==> src/rtl/if_fetch_unit_pkg.sv <==
// Shared fetch/decode encodings: next-PC command codes, the NOP filler word,
// the fetch FSM states and the buffer entry layout.
package if_fetch_unit_pkg;

  localparam logic [2:0] NPC_PLUS4  = 3'b000;
  localparam logic [2:0] NPC_BRANCH = 3'b001;
  localparam logic [2:0] NPC_JUMP   = 3'b010;
  localparam logic [2:0] NPC_JALR   = 3'b100;

  // addi x0,x0,0
  localparam logic [31:0] NOP_INST_WORD = 32'h0000_0013;

  typedef enum logic [1:0] {
    ST_FETCH,
    ST_WAIT,
    ST_DISCARD
  } fetch_state_e;

  typedef struct packed {
    logic [31:0] pc;
    logic [31:0] inst;
  } fetch_entry_t;

  function automatic logic npc_op_valid(input logic [2:0] op);
    return (op == NPC_BRANCH) || (op == NPC_JUMP) || (op == NPC_JALR);
  endfunction

  function automatic logic [31:0] npc_target(input logic [2:0]  op,
                                             input logic [31:0] pc,
                                             input logic [31:0] imm,
                                             input logic [31:0] rs1);
    logic [31:0] t;
    t = (op == NPC_JALR) ? ((rs1 + imm) & ~32'd1) : (pc + imm);
    return {t[31:2], 2'b00};
  endfunction

endpackage

==> src/rtl/if_fetch_unit_if.sv <==
// Fetch unit bus bundle: imem request/response, execute redirect and decode handoff.
// master = fetch unit side, slave = memory/execute/decode side.
interface if_fetch_unit_if;

  logic        imem_req_valid;
  logic        imem_req_ready;
  logic [31:0] imem_req_addr;
  logic        imem_rsp_valid;
  logic [31:0] imem_rsp_data;
  logic        redirect_valid;
  logic [2:0]  redirect_op;
  logic [31:0] redirect_pc;
  logic [31:0] redirect_imm;
  logic [31:0] redirect_rs1;
  logic        id_valid;
  logic        id_ready;
  logic [31:0] id_pc;
  logic [31:0] id_inst;

  modport master (
    output imem_req_valid, imem_req_addr, id_valid, id_pc, id_inst,
    input  imem_req_ready, imem_rsp_valid, imem_rsp_data,
    input  redirect_valid, redirect_op, redirect_pc, redirect_imm, redirect_rs1,
    input  id_ready
  );

  modport slave (
    input  imem_req_valid, imem_req_addr, id_valid, id_pc, id_inst,
    output imem_req_ready, imem_rsp_valid, imem_rsp_data,
    output redirect_valid, redirect_op, redirect_pc, redirect_imm, redirect_rs1,
    output id_ready
  );

endinterface

==> src/rtl/if_fetch_unit_fetch_buf.sv <==
// Generic synchronous FIFO with push/pop/flush, used as the fetch buffer.
// Latency: push visible at head the cycle after the write edge; head is combinational.
// Backpressure: caller must not push when full unless popping the same cycle.
module fetch_buf #(
  parameter int DEPTH = 2,
  parameter int WIDTH = 64
) (
  input  logic                     clk,
  input  logic                     rstn,
  input  logic                     push,
  input  logic [WIDTH-1:0]         push_dat,
  input  logic                     pop,
  input  logic                     flush,
  output logic [WIDTH-1:0]         head_dat,
  output logic                     full,
  output logic                     empty,
  output logic [$clog2(DEPTH):0]   count
);

  localparam int AW = $clog2(DEPTH);
  localparam logic [AW:0] FULL_CNT = (AW + 1)'(DEPTH);

  logic [WIDTH-1:0] mem_q [DEPTH];
  logic [AW-1:0]    rd_ptr_q;
  logic [AW-1:0]    wr_ptr_q;
  logic [AW:0]      cnt_q;

  always_ff @(posedge clk or negedge rstn) begin
    if (!rstn) begin
      rd_ptr_q <= '0;
      wr_ptr_q <= '0;
      cnt_q    <= '0;
    end else if (flush) begin
      rd_ptr_q <= '0;
      wr_ptr_q <= '0;
      cnt_q    <= '0;
    end else begin
      if (push) wr_ptr_q <= wr_ptr_q + 1'b1;
      if (pop)  rd_ptr_q <= rd_ptr_q + 1'b1;
      case ({push, pop})
        2'b10:   cnt_q <= cnt_q + 1'b1;
        2'b01:   cnt_q <= cnt_q - 1'b1;
        default: cnt_q <= cnt_q;
      endcase
    end
  end

  // Storage needs no reset: head is only looked at while the count is non-zero.
  always_ff @(posedge clk) begin
    if (push && !flush) mem_q[wr_ptr_q] <= push_dat;
  end

  assign head_dat = mem_q[rd_ptr_q];
  assign count    = cnt_q;
  assign full     = (cnt_q == FULL_CNT);
  assign empty    = (cnt_q == '0);

endmodule

==> src/rtl/if_fetch_unit.sv <==
// Instruction-fetch front end: PC register, single-outstanding imem port, fetch buffer to decode.
// Latency: redirect to target inst on id_* = 1 request cycle + memory latency + 1 cycle.
// Backpressure: id_ready low fills the buffer; requests stop once buffer + outstanding is full.
module if_fetch_unit
  import if_fetch_unit_pkg::*;
#(
  parameter logic [31:0] RESET_PC  = 32'h0000_0000,
  parameter int          BUF_DEPTH = 2,
  parameter logic [31:0] NOP_INST  = NOP_INST_WORD
) (
  input logic             clk,
  input logic             rstn,
  if_fetch_unit_if.master bus
);

  localparam int CW = $clog2(BUF_DEPTH) + 1;
  localparam logic [CW-1:0] DEPTH_CNT = CW'(BUF_DEPTH);

  fetch_state_e state_q;
  logic [31:0]  pc_q;
  logic [31:0]  wait_pc_q;
  logic         req_vld_q;

  logic         redir;
  logic [31:0]  target;
  logic         req_acc;
  logic         push;
  logic         pop;
  logic         full;
  logic         empty;
  logic         fetch_next;
  logic [CW-1:0] count;
  logic [CW-1:0] cnt_d;
  fetch_entry_t push_ent;
  fetch_entry_t head_ent;

  assign redir   = bus.redirect_valid && npc_op_valid(bus.redirect_op);
  assign target  = npc_target(bus.redirect_op, bus.redirect_pc, bus.redirect_imm, bus.redirect_rs1);
  assign req_acc = req_vld_q && bus.imem_req_ready;

  // A response that lands together with a redirect belongs to the squashed path.
  assign push = (state_q == ST_WAIT) && bus.imem_rsp_valid && !redir && (!full || pop);
  assign pop  = bus.id_ready && !empty && !redir;

  assign push_ent.pc   = wait_pc_q;
  assign push_ent.inst = bus.imem_rsp_data;

  always_comb begin
    cnt_d = count;
    if (redir)              cnt_d = '0;
    else if (push && !pop)  cnt_d = count + 1'b1;
    else if (pop && !push)  cnt_d = count - 1'b1;
  end

  // Either staying in FETCH without a hand-off, or the outstanding response returning now.
  assign fetch_next = ((state_q == ST_FETCH) && !req_acc) ||
                      ((state_q != ST_FETCH) && bus.imem_rsp_valid);

  always_ff @(posedge clk or negedge rstn) begin
    if (!rstn) begin
      state_q   <= ST_FETCH;
      pc_q      <= RESET_PC;
      wait_pc_q <= RESET_PC;
      req_vld_q <= 1'b0;
    end else begin
      unique case (state_q)
        ST_FETCH: begin
          if (req_acc) begin
            wait_pc_q <= pc_q;
            state_q   <= redir ? ST_DISCARD : ST_WAIT;
          end
        end
        ST_WAIT: begin
          if (bus.imem_rsp_valid) state_q <= ST_FETCH;
          else if (redir)         state_q <= ST_DISCARD;
        end
        ST_DISCARD: begin
          if (bus.imem_rsp_valid) state_q <= ST_FETCH;
        end
        default: state_q <= ST_FETCH;
      endcase

      if (redir)        pc_q <= target;
      else if (req_acc) pc_q <= pc_q + 32'd4;

      req_vld_q <= fetch_next && (cnt_d < DEPTH_CNT);
    end
  end

  fetch_buf #(
    .DEPTH (BUF_DEPTH),
    .WIDTH ($bits(fetch_entry_t))
  ) u_fetch_buf (
    .clk      (clk),
    .rstn     (rstn),
    .push     (push),
    .push_dat (push_ent),
    .pop      (pop),
    .flush    (redir),
    .head_dat (head_ent),
    .full     (full),
    .empty    (empty),
    .count    (count)
  );

  assign bus.imem_req_valid = req_vld_q;
  assign bus.imem_req_addr  = pc_q;
  assign bus.id_valid       = !empty;
  assign bus.id_pc          = empty ? 32'd0 : head_ent.pc;
  assign bus.id_inst        = empty ? NOP_INST : head_ent.inst;

endmodule

==> src/flat_wrapper.sv <==
// flat-port wrapper written by rule: the top's interface ports become plain ports
module if_fetch_unit_flat import if_fetch_unit_pkg::*;
#(
  parameter logic [31:0] RESET_PC  = 32'h0000_0000,
  parameter int          BUF_DEPTH = 2,
  parameter logic [31:0] NOP_INST  = NOP_INST_WORD
)
  (clk, rstn, bus_imem_req_valid, bus_imem_req_addr, bus_id_valid, bus_id_pc, bus_id_inst, bus_imem_req_ready, bus_imem_rsp_valid, bus_imem_rsp_data, bus_redirect_valid, bus_redirect_op, bus_redirect_pc, bus_redirect_imm, bus_redirect_rs1, bus_id_ready);
  if_fetch_unit_if bus_i ();
  input logic clk;
  input logic rstn;
  output wire logic [$bits(bus_i.imem_req_valid)-1:0] bus_imem_req_valid;
  output wire logic [$bits(bus_i.imem_req_addr)-1:0] bus_imem_req_addr;
  output wire logic [$bits(bus_i.id_valid)-1:0] bus_id_valid;
  output wire logic [$bits(bus_i.id_pc)-1:0] bus_id_pc;
  output wire logic [$bits(bus_i.id_inst)-1:0] bus_id_inst;
  input wire logic [$bits(bus_i.imem_req_ready)-1:0] bus_imem_req_ready;
  input wire logic [$bits(bus_i.imem_rsp_valid)-1:0] bus_imem_rsp_valid;
  input wire logic [$bits(bus_i.imem_rsp_data)-1:0] bus_imem_rsp_data;
  input wire logic [$bits(bus_i.redirect_valid)-1:0] bus_redirect_valid;
  input wire logic [$bits(bus_i.redirect_op)-1:0] bus_redirect_op;
  input wire logic [$bits(bus_i.redirect_pc)-1:0] bus_redirect_pc;
  input wire logic [$bits(bus_i.redirect_imm)-1:0] bus_redirect_imm;
  input wire logic [$bits(bus_i.redirect_rs1)-1:0] bus_redirect_rs1;
  input wire logic [$bits(bus_i.id_ready)-1:0] bus_id_ready;
  assign bus_imem_req_valid = bus_i.imem_req_valid;
  assign bus_imem_req_addr = bus_i.imem_req_addr;
  assign bus_id_valid = bus_i.id_valid;
  assign bus_id_pc = bus_i.id_pc;
  assign bus_id_inst = bus_i.id_inst;
  assign bus_i.imem_req_ready = bus_imem_req_ready;
  assign bus_i.imem_rsp_valid = bus_imem_rsp_valid;
  assign bus_i.imem_rsp_data = bus_imem_rsp_data;
  assign bus_i.redirect_valid = bus_redirect_valid;
  assign bus_i.redirect_op = bus_redirect_op;
  assign bus_i.redirect_pc = bus_redirect_pc;
  assign bus_i.redirect_imm = bus_redirect_imm;
  assign bus_i.redirect_rs1 = bus_redirect_rs1;
  assign bus_i.id_ready = bus_id_ready;
  if_fetch_unit #(.RESET_PC(RESET_PC), .BUF_DEPTH(BUF_DEPTH), .NOP_INST(NOP_INST)) u_core (.clk(clk), .rstn(rstn), .bus(bus_i));
endmodule
==> config.mk <==
export PLATFORM = sky130hd
export DESIGN_NAME = if_fetch_unit_flat
export DESIGN_NICKNAME = d
export VERILOG_FILES = /design/src/rtl/if_fetch_unit_pkg.sv /design/src/rtl/if_fetch_unit_if.sv /design/src/rtl/if_fetch_unit_fetch_buf.sv /design/src/rtl/if_fetch_unit.sv /design/src/flat_wrapper.sv
export SDC_FILE = /design/constraint.sdc
export NUM_CORES = 1
export LEC_CHECK = 0
export CORE_MARGIN = 1
export CORE_UTILIZATION = 30
export DETAILED_ROUTE_END_ITERATION = 10
export GPL_ROUTABILITY_DRIVEN = 0
export GPL_TIMING_DRIVEN = 0
export HOLD_SLACK_MARGIN = 0.06
export SLEW_MARGIN = 40
export SYNTH_ARGS = -nofsm -noshare
export SYNTH_HDL_FRONTEND = slang
export SYNTH_HIERARCHICAL = 1
export SYNTH_SLANG_ARGS = --single-unit
==> constraint.sdc <==
create_clock -name clk -period 19.5 [get_ports clk]
set_clock_uncertainty 0.15 [all_clocks]
set_input_delay 3.9 -clock clk [delete_from_list [all_inputs] [get_ports clk]]
set_output_delay 3.9 -clock clk [all_outputs]
set_load 0.02 [all_outputs]
==> results of run 1 <==
-- sequential cells by signal, indices dropped and copies added (netlist names) --
signal                       flops
u_core/bus.imem_req_addr        30
u_core/bus.imem_req_valid        1
u_core/state_q                   2
u_core/u_fetch_buf/count         2
u_core/u_fetch_buf/mem_q       128
u_core/u_fetch_buf/rd_ptr_q      1
u_core/u_fetch_buf/wr_ptr_q      1
u_core/wait_pc_q                30
-- power by group --
group / internal (mW) / switching (mW)
Sequential: 0.541 / 0.0735
Clock: 0.205 / 0.161
Combinational: 0.394 / 0.386
-- metrics by stage --
step	cells	hold slack, ns	power [mW]	setup WS (ns)
6_report	1760	0.318	1.76	12.26
5_1_grt	1760	0.333	1.86	12.01
4_1_cts	1760	0.322	1.79	12.27
3_5_place_dp	1728	0.310	1.42	11.81
3_3_place_gp	1713	0.297	1.40	4.25
2_1_floorplan	977	0.288	1.08	8.59
-- cell families after synthesis --
family,count (synthesis)
xor gates and xnor gates,84
other,1
buffers and inverters,54
and+or+nand+nor,273
DFF,195
adders and majority gates,61
AOI/OAI and AO/OA,205
muxes,99
-- layout make-up --
cell class / instances / area (sq um)
Buffer: 37 / 198
Clock buffer: 19 / 433
Clock inverter: 13 / 171
Fill cell: 3604 / 21900
Inverter: 17 / 63.8
Multi-Input combinational cell: 728 / 5620
Sequential cell: 195 / 5520
Tap cell: 504 / 631
Timing Repair Buffer: 247 / 2470
-- per-layer routing --
layer | GRT usage [%] | vias to the layer above | part of all wire [%]
met5 | 0 | - | 0
met4 | 5.57 | 0 | 2.1
met3 | 2.82 | 29 | 4.2
met2 | 26.6 | 231 | 48
met1 | 19.5 | 3851 | 45
li1 | - | 4125 | -
-- critical path: stages --
cell and delay [ns]:
sky130_fd_sc_hd__clkdlybuf4s50_1 0.49, sky130_fd_sc_hd__nor2_1 0.06, sky130_fd_sc_hd__nand2_1 0.13, sky130_fd_sc_hd__o21ai_0 0.16, sky130_fd_sc_hd__nand2_1 0.11, sky130_fd_sc_hd__inv_1 0.06
sky130_fd_sc_hd__clkbuf_1 0.32, sky130_fd_sc_hd__a2111oi_2 0.74, sky130_fd_sc_hd__nor3b_2 0.50, sky130_fd_sc_hd__buf_4 0.22, sky130_fd_sc_hd__buf_4 0.18, sky130_fd_sc_hd__buf_4 0.17
sky130_fd_sc_hd__buf_4 0.16
-- how the worst min path moves through the flow --
stage,depth (start not counted),slack [ns],end
after detailed placement,0,0.31,u_core/u_fetch_buf/mem_q[0][38]
final,0,0.32,u_core/u_fetch_buf/mem_q[0][38]
after CTS,0,0.32,u_core/u_fetch_buf/mem_q[0][38]
after floorplan,0,0.29,u_core/u_fetch_buf/mem_q[0][34]
after global placement,0,0.30,u_core/u_fetch_buf/mem_q[0][50]
after global routing,0,0.33,u_core/u_fetch_buf/mem_q[0][38]
-- cell usage in the layout (no fill, tap or decap), drive strengths merged, types with 6 or more instances in the layout --
cell	instances
a211oi	11
a21o	25
a21oi	61
a31oi	11
and2	6
and3	10
buf	30
clkbuf	42
clkdlybuf4s50	231
conb	6
dfrtp	67
edfxtp	128
ha	61
inv	23
mux2	96
nand2	55
nand3	20
nand4	16
nor2	58
nor2b	68
nor3	18
o211ai	9
o21a	7
o21ai	39
o22ai	7
or2	7
xnor2	45
xor2	39
==> results_dict.tcl, run 1 <==
set metrics [dict create \
    synth_top_cells_by_count "128 x sky130_fd_sc_hd__edfxtp_1, 68 x sky130_fd_sc_hd__nor2b_1, 67 x sky130_fd_sc_hd__dfrtp_1, 61 x sky130_fd_sc_hd__a21oi_1, 61 x sky130_fd_sc_hd__ha_1" \
    post-route-cell-area_sq_um 15100 \
    cts.repair.resized 0 \
    required_ns 19.48 \
    cts.root.buffer_cell "sky130_fd_sc_hd__clkbuf_16" \
    cts.sinks 195 \
    die_w_um 197 \
    synth_compound_gate_area_share_pct 12.1 \
    post_cts_buffers 0 \
    synth_area_sq_um 11400 \
    post_synth_mux_area_share_pct 11.4 \
    synthToLayoutAreaGrowth_pct 32.9 \
    routed_wire_length_um 29700 \
    tns_ns 0 \
    synthMostInstantiatedCell "sky130_fd_sc_hd__edfxtp_1" \
    synth_top_cell_area_share_pct 33.8 \
    detail_route.wl_per_cell_um 16.9 \
    crit_path_class "primary input to flop" \
    initial_core_util_pct 30.8 \
    portBuffers 232 \
    number_of_register_bits_inferred_by_synthesis 195 \
    regToRegSetupSlack_ns 16.24 \
    syn-mean-instance-area_sq_um 11.7 \
    numCtsBuffers 17 \
    dpl.hpwl_um 24000 \
    drv_slew 0 \
    grt_start_max_net_pins 37 \
    timing.fmax_mhz 138 \
    synth_edf_count 128 \
    timing.final.crit_share_pct 37.1 \
    ys_types 72 \
    async_reset_ff_share_pct 34.4 \
    data_arrival_time_at_the_worst_slack_endpoint_ns 7.23 \
    gate_count_after_technology_mapping 972 \
    drtIter0Drc 404 \
    grt_pass1_vias 8456 \
    power_leakage_nw 5.72 \
    area_post_placement_sq_um 14500 \
    worst-r2r-cell-count 9 \
    grt_usage_pct 15.5 \
    clock_tree.buffer_depth 2 \
    layout_cells_sized_above_1_pct 14.0 \
    global_route.overflow_total 0 \
    clk_pin_slew_ns 0.08 \
    source_of_the_critical_timing_path "bus_redirect_op[1]" \
    unrepaired_setup_endpoints_after_global_routing "no" \
    ir_drop_mv 0.0657 \
    hp-class "flop to flop" \
    antenna-diode-count 0 \
    finish.net_count 1441 \
    run_status "complete, no violations" \
    worst_slew_pin_slew_ns 0.724 \
    number_of_iterations_in_the_first_detailed_routing_pass 6 \
    number_of_placement_rows 70 \
    post_synthesis_sequential_area_ratio_pct 48.6 \
    antenna_found_initial 1 \
    timing.hold.worst.start "u_core/wait_pc_q[6]" \
    setup.worst_path.end "u_core/u_fetch_buf/mem_q[0][12]" \
    reg2reg_from "u_core/u_fetch_buf/count[0]" \
    max_cap_violations 0 \
    worstPathMaxFanout 10 \
    io_pins 235 \
    cts_hold_buffers 0 \
    dieHeight_um 197 \
    end_kind "flop" \
    synthAdderAreaFrac_pct 6.71 \
    coreArea_sq_um 37000 \
    post-route-min-period_ns 7.24 \
    synth.largest_area_cell "sky130_fd_sc_hd__edfxtp_1" \
    yosys.area_share.simple_pct 12.4 \
    hold_viol_final 0 \
    cts-htree-levels 4 \
    postRouteAntennaNets 0 \
    routed-via-count 8236 \
    crit_path_start_kind "primary input" \
    design.die.area_sq_um 38700 \
    synth-main-ff-cell "sky130_fd_sc_hd__edfxtp_1" \
    clkLatencyLatePin_ns 0.42 \
    power-per-cell-area_nw_per_um2 117 \
    synthesis.yosys.warnings 6 \
    yosys.area_share.xor_xnor_pct 6.47 \
    post_synth_main_area_contributors "sky130_fd_sc_hd__edfxtp_1 34%, sky130_fd_sc_hd__dfrtp_1 15%, sky130_fd_sc_hd__ha_1 6.7%" \
    detail_route.vias_per_cell 4.68 \
    grt_pass1_wl_um 46500 \
    synth_top_family_by_area "simple AND/OR/NAND/NOR gates" \
    drc 0 \
    max-slew-margin-rel_pct 51.7 \
    cts_tree "done" \
    report.final.setup_viol 0 \
    layout.core_utilization_pct 40.9 \
    crit-reg2reg-capture "u_core/u_fetch_buf/mem_q[0][12]" \
]
No activity file was read; power rests on OpenSTA's default activity.
==> run 2: changes to the inputs <==
- clock period: 19.5 -> 7.4 ns (I/O delays scaled with it)
==> run 2 against run 1 <==
Effect of this change:
- worst hold slack better by 0.0030 ns
- setup slack worse by 9.6 ns
- global-route usage about the same
- register-to-register slack worse by 12 ns
- sequential share of layout area up 0.11 points
- combinational power rose to 2.6 times the previous value
- design area down 0.31%
- clock-buffer cell count up 1
- die area unchanged
- total power rose to 2.6 times the previous value
- largest power group unchanged
==> results_dict.tcl, run 2 (synthesis results as in run 1) <==
set metrics [dict create \
    grt_usage_pct 15.5 \
    detail_route.vias_per_cell 4.71 \
    timing.critical_path.buf_inv 5 \
    antenna_found_initial 2 \
    placed_cells 1722 \
    coreArea_sq_um 37000 \
    clock_tree.buffer_depth 2 \
    timing.critical_path.max_delay_family "buffers and inverters" \
    drc 0 \
    cts.sinks 195 \
    report.final.setup_viol 0 \
    cts_hold_buffers 0 \
    mostFrequentLayoutCell "sky130_fd_sc_hd__clkdlybuf4s50_1" \
    source_of_the_critical_timing_path "bus_redirect_op[1]" \
    instance_count_on_the_critical_path 11 \
    die_w_um 197 \
    detail_route.wl_per_cell_um 16.9 \
    dieHeight_um 197 \
    max_cap_violations 0 \
    crit_path_start_kind "primary input" \
    dpl.hpwl_um 23700 \
    finalNonFillerCells 1755 \
    area_post_placement_sq_um 14500 \
    final.setup.worst_slack_ns 2.68 \
    worst-r2r-cell-count 7 \
    clk_pin_slew_ns 0.07 \
    post-route-cell-area_sq_um 15100 \
    required_ns 7.38 \
    hold_slack_ns 0.321 \
    design.die.area_sq_um 38700 \
    slowest_stage "sky130_fd_sc_hd__a2111oi_2" \
    power-per-cell-area_nw_per_um2 306 \
    clkLatencyLatePin_ns 0.43 \
    run_status "complete, no violations" \
    crit-reg2reg-capture "u_core/u_fetch_buf/mem_q[0][11]" \
    post_cts_buffers 0 \
    initial_core_util_pct 30.8 \
    finalPower_mw 4.61 \
    tns_ns 0 \
    ir_drop_mv 0.179 \
    finish.net_count 1435 \
    max-slew-margin-rel_pct 49.9 \
    global_route.overflow_total 0 \
    largest_register_ffs 128 \
    preCtsSetupSlack_ns 2.19 \
    routed_wire_length_um 29700 \
    number_of_placement_rows 70 \
    hold_viol_final 0 \
    max_flop_register "u_core/u_fetch_buf/mem_q" \
    layout.cells.most_common_list "231 x sky130_fd_sc_hd__clkdlybuf4s50_1, 128 x sky130_fd_sc_hd__edfxtp_1, 68 x sky130_fd_sc_hd__nor2b_1" \
    cts.root.buffer_cell "sky130_fd_sc_hd__clkbuf_16" \
    critical-path-max-stage-delay_ns 0.70 \
    worstPathMaxFanout 10 \
    crit_path_class "primary input to flop" \
    cts.repair.resized 0 \
    routed-via-count 8264 \
    power_leakage_nw 5.68 \
    postRouteAntennaNets 0 \
    unrepaired_setup_endpoints_after_global_routing "no" \
    setup.worst_path.end "u_core/u_fetch_buf/mem_q[0][11]" \
    grt_start_max_net_pins 36 \
    timing.final.crit_share_pct 63.8 \
    io_pins 235 \
    portBuffers 232 \
    regToRegSetupSlack_ns 4.28 \
    synthToLayoutAreaGrowth_pct 32.5 \
    timing.fmax_mhz 212 \
    reg2reg_from "u_core/u_fetch_buf/count[0]" \
    data_arrival_time_at_the_worst_slack_endpoint_ns 4.70 \
    drv_slew 0 \
    grt_pass1_wl_um 46300 \
    cts-htree-levels 4 \
    end_kind "flop" \
    grt_pass1_vias 8329 \
    post-route-min-period_ns 4.72 \
    cts_tree "done" \
    hp-class "flop to flop" \
    worst_slew_pin_slew_ns 0.752 \
    layout.core_utilization_pct 40.8 \
    path_cells "clkdlybuf4s50_1 > nor2_1 > nand2_1 > o21ai_0 > nand2_1 > inv_1 > clkbuf_1 > a2111oi_2 > nor3b_4 > buf_4 > buf_4" \
    number_of_iterations_in_the_first_detailed_routing_pass 6 \
    numCtsBuffers 17 \
    drtIter0Drc 448 \
    layout_cells_sized_above_1_pct 13.5 \
]
-- run 2: cell types whose count changed in the layout (fill, tap and decap cells not counted), sizes merged --
| cell | previous run | this run |
|---|---|---|
| diode | 0 | 1 |
| clkinvlp | 3 | 2 |
| buf | 30 | 24 |
| clkinv | 1 | 3 |
| bufinv | 3 | 2 |
| inv | 23 | 22 |
| clkbuf | 42 | 43 |
-- run 2: area by class of cell --
cell class	instances	area, sq um
Antenna cell	1	2.50
Buffer	37	198
Clock buffer	20	437
Clock inverter	12	145
Fill cell	3577	21900
Inverter	17	63.8
Multi-Input combinational cell	728	5630
Sequential cell	195	5520
Tap cell	504	631
Timing Repair Buffer	241	2440
-- run 2: worst min-delay path by stage --
stage,slack [ns],cells past startpoint,endpoint,from
3_5_place_dp,0.31,0,u_core/u_fetch_buf/mem_q[0][54],u_core/wait_pc_q[22]
3_3_place_gp,0.30,0,u_core/u_fetch_buf/mem_q[0][58],u_core/wait_pc_q[26]
6_report,0.32,0,u_core/u_fetch_buf/mem_q[1][46],u_core/wait_pc_q[14]
2_1_floorplan,0.29,0,u_core/u_fetch_buf/mem_q[0][34],u_core/wait_pc_q[2]
5_1_grt,0.34,0,u_core/u_fetch_buf/mem_q[1][36],u_core/wait_pc_q[4]
4_1_cts,0.32,0,u_core/u_fetch_buf/mem_q[1][46],u_core/wait_pc_q[14]
-- run 2: metal layers --
metal	up-vias	GRT usage (%)	part of all wire (%)
li1	4111	-	-
met2	220	26.2	48
met1	3905	19.7	45
met4	0	5.31	2.1
met3	28	3.10	4.6
met5	-	0	0
-- run 2: worst register-to-register path, stage by stage (launching register included) --
cell and delay (ns):
sky130_fd_sc_hd__dfrtp_1 0.47, sky130_fd_sc_hd__nor2_1 0.11, sky130_fd_sc_hd__inv_1 0.08, sky130_fd_sc_hd__nand2_1 0.14, sky130_fd_sc_hd__a2111oi_2 0.72, sky130_fd_sc_hd__nor3b_4 0.61
sky130_fd_sc_hd__buf_4 0.31, sky130_fd_sc_hd__buf_4 0.23
-- run 2: report_power, final --
group / internal (mW) / total (mW) / leakage, nW / switching [mW]
logic: 1.04 / 2.06 / 3.47 / 1.02
clock network: 0.507 / 0.937 / 0.277 / 0.430
registers: 1.43 / 1.61 / 1.93 / 0.188
total: 2.97 / 4.61 / 5.68 / 1.64
==> run 3: changes to the inputs <==
- clock period: 7.4 -> 4.9 ns (I/O delays scaled with it)
==> run 3 against run 2 <==
Effect of this change:
- total power grew 52%
- die area is the same
- clock power grew 54%
- largest power group unchanged
- flip-flop and latch count is the same
- worst hold slack lost 0.047 ns
- combinational power grew 51%
- clock-buffer cell count shrank 3
- routed wire length is the same
- sequential share of layout area shrank 0.15 points
==> results_dict.tcl, run 3 (synthesis results as in run 1) <==
set metrics [dict create \
    run_status "complete, no violations" \
    unrepaired_setup_endpoints_after_global_routing "no" \
    worstPathMaxFanout 11 \
    layout_cells_sized_above_1_pct 14.0 \
    cts-htree-levels 4 \
    cts.repair.resized 0 \
    end_kind "flop" \
    timing.fmax_mhz 241 \
    routed_wire_length_um 29700 \
    source_of_the_critical_timing_path "bus_redirect_op[1]" \
    drc 0 \
    io_pins 235 \
    clock_tree.buffer_depth 2 \
    required_ns 4.87 \
    grt_usage_pct 15.6 \
    max-slew-margin-rel_pct 52.1 \
    placed_cells 1724 \
    hold_viol_final 0 \
    crit_path_start_kind "primary input" \
    post-route-min-period_ns 4.14 \
    routed-via-count 8222 \
    drv_slew 0 \
    post-route-cell-area_sq_um 15100 \
    pwr-share-clk_pct 20.6 \
    data_arrival_time_at_the_worst_slack_endpoint_ns 4.12 \
    crit_path_class "primary input to flop" \
    synthToLayoutAreaGrowth_pct 33.0 \
    number_of_iterations_in_the_first_detailed_routing_pass 5 \
    report.final.setup_viol 0 \
    grt_start_max_net_pins 35 \
    dpl.hpwl_um 24000 \
    timing.critical_path.buf_inv 7 \
    path_cells "clkdlybuf4s50_1 > nor2_1 > nand2_1 > o21ai_0 > nand2_1 > inv_1 > clkbuf_1 > a2111oi_2 > clkdlybuf4s18_2 > nor3b_4 > buf_6 > buf_4 > buf_4" \
    mostFrequentLayoutCell "sky130_fd_sc_hd__clkdlybuf4s50_1" \
    finish.net_count 1437 \
    layout.core_utilization_pct 40.9 \
    dieHeight_um 197 \
    pwr-share-seq_pct 34.8 \
    cts_tree "done" \
    cts.root.buffer_cell "sky130_fd_sc_hd__clkbuf_16" \
    detail_route.wl_per_cell_um 16.9 \
    coreArea_sq_um 37000 \
    area_post_placement_sq_um 14500 \
    die_w_um 197 \
    critical-path-max-stage-delay_ns 0.50 \
    max_flop_register "u_core/u_fetch_buf/mem_q" \
    power-per-cell-area_nw_per_um2 463 \
    max_cap_violations 0 \
    antenna_found_initial 1 \
    clkLatencyLatePin_ns 0.43 \
    grt_pass1_vias 8409 \
    slowest_stage "sky130_fd_sc_hd__clkdlybuf4s50_1" \
    number_of_placement_rows 70 \
    postRouteAntennaNets 0 \
    combPwrFrac_pct 44.6 \
    p_switching_mw 2.50 \
    cts.sinks 195 \
    grt_pass1_wl_um 46400 \
    design.die.area_sq_um 38700 \
    numCtsBuffers 17 \
    post_cts_buffers 0 \
    drtIter0Drc 430 \
    hp-class "primary input to asynchronous set/reset pin" \
    global_route.overflow_total 0 \
    portBuffers 232 \
    clk_pin_slew_ns 0.07 \
    preCtsSetupSlack_ns 0.263 \
    regToRegSetupSlack_ns 1.71 \
    timing.critical_path.max_delay_family "buffers and inverters" \
    finalNonFillerCells 1757 \
    power.share.switching_pct 35.7 \
    layout.cells.most_common_list "231 x sky130_fd_sc_hd__clkdlybuf4s50_1, 128 x sky130_fd_sc_hd__edfxtp_1, 68 x sky130_fd_sc_hd__nor2b_1" \
    largest_register_ffs 128 \
    timing.final.crit_share_pct 84.6 \
    detail_route.vias_per_cell 4.68 \
    ir_drop_mv 0.232 \
    cts_hold_buffers 0 \
    reg2reg_from "u_core/u_fetch_buf/count[0]" \
    final.setup.worst_slack_ns 0.755 \
    worst_slew_pin_slew_ns 0.718 \
    power_leakage_nw 5.72 \
    initial_core_util_pct 30.8 \
    internal_power_mw 4.50 \
]
[run 3: cell types whose count changed in the layout (fill, tap and decap cells not counted), moves of 2 or more]
cell                         delta
sky130_fd_sc_hd__clkbuf_1       -3
sky130_fd_sc_hd__clkinv_2       +2
sky130_fd_sc_hd__clkinv_8       +2
sky130_fd_sc_hd__clkinvlp_4     -2
sky130_fd_sc_hd__inv_8          +2
[run 3: through the flow]
step,power [mW],TNS (ns),hold WS (ns)
floorplan,4.30,0,0.288
global placement,5.57,-279.86,0.297
detailed placement,5.64,0,0.307
CTS,7.12,0,0.263
global route,7.42,0,0.274
finish,7.00,0,0.274
[run 3: metal layers]
layer	track usage [%]	up-vias	part of all wire, %
met5	0	-	0
met4	4.28	0	1.2
met3	2.79	17	4.1
met2	27.5	184	50
met1	19.5	3897	45
li1	-	4124	-
[run 3: area by class of cell]
type / instances / area, sq um
clock inverters: 15 / 191
diodes: 1 / 2.50
well taps: 504 / 631
plain buffers: 37 / 198
inverters: 17 / 63.8
fillers: 3548 / 21800
clock buffers: 17 / 425
multi-input cells: 728 / 5630
flip-flops and latches: 195 / 5520
repair buffers: 243 / 2460
[run 3: path summary, 6_finish.rpt]
| path | endpoint | cells past startpoint |
|---|---|---|
| min | u_core/wait_pc_q[4] | 1 |
| max reg2reg | u_core/u_fetch_buf/mem_q[0][13] | 9 |
| min in group clk | u_core/u_fetch_buf/mem_q[1][55] | 0 |
| max | u_core/u_fetch_buf/mem_q[0][13] | 13 |
| min reg2reg | u_core/u_fetch_buf/mem_q[1][55] | 0 |
| max in group asynchronous | u_core/wait_pc_q[23] | 2 |
[run 3: power by group through the flow]
| stage | logic (mW) | registers [mW] | clock network (mW) |
|---|---|---|---|
| after floorplan | 1.81 | 2.48 | 0 |
| after global placement | 3.11 | 2.46 | 0 |
| after detailed placement | 3.16 | 2.48 | 0 |
| after CTS | 3.17 | 2.44 | 1.50 |
| after global routing | 3.36 | 2.49 | 1.57 |
| final | 3.12 | 2.44 | 1.44 |
[run 3: worst register-to-register path: stages (launching register included)]
cell and delay (ns):
sky130_fd_sc_hd__dfrtp_1 0.47, sky130_fd_sc_hd__nor2_1 0.14, sky130_fd_sc_hd__inv_1 0.09, sky130_fd_sc_hd__nand2_1 0.19, sky130_fd_sc_hd__a2111oi_2 0.40, sky130_fd_sc_hd__clkdlybuf4s18_2 0.31, sky130_fd_sc_hd__nor3b_4 0.46, sky130_fd_sc_hd__buf_6 0.22
sky130_fd_sc_hd__buf_4 0.21, sky130_fd_sc_hd__buf_4 0.24
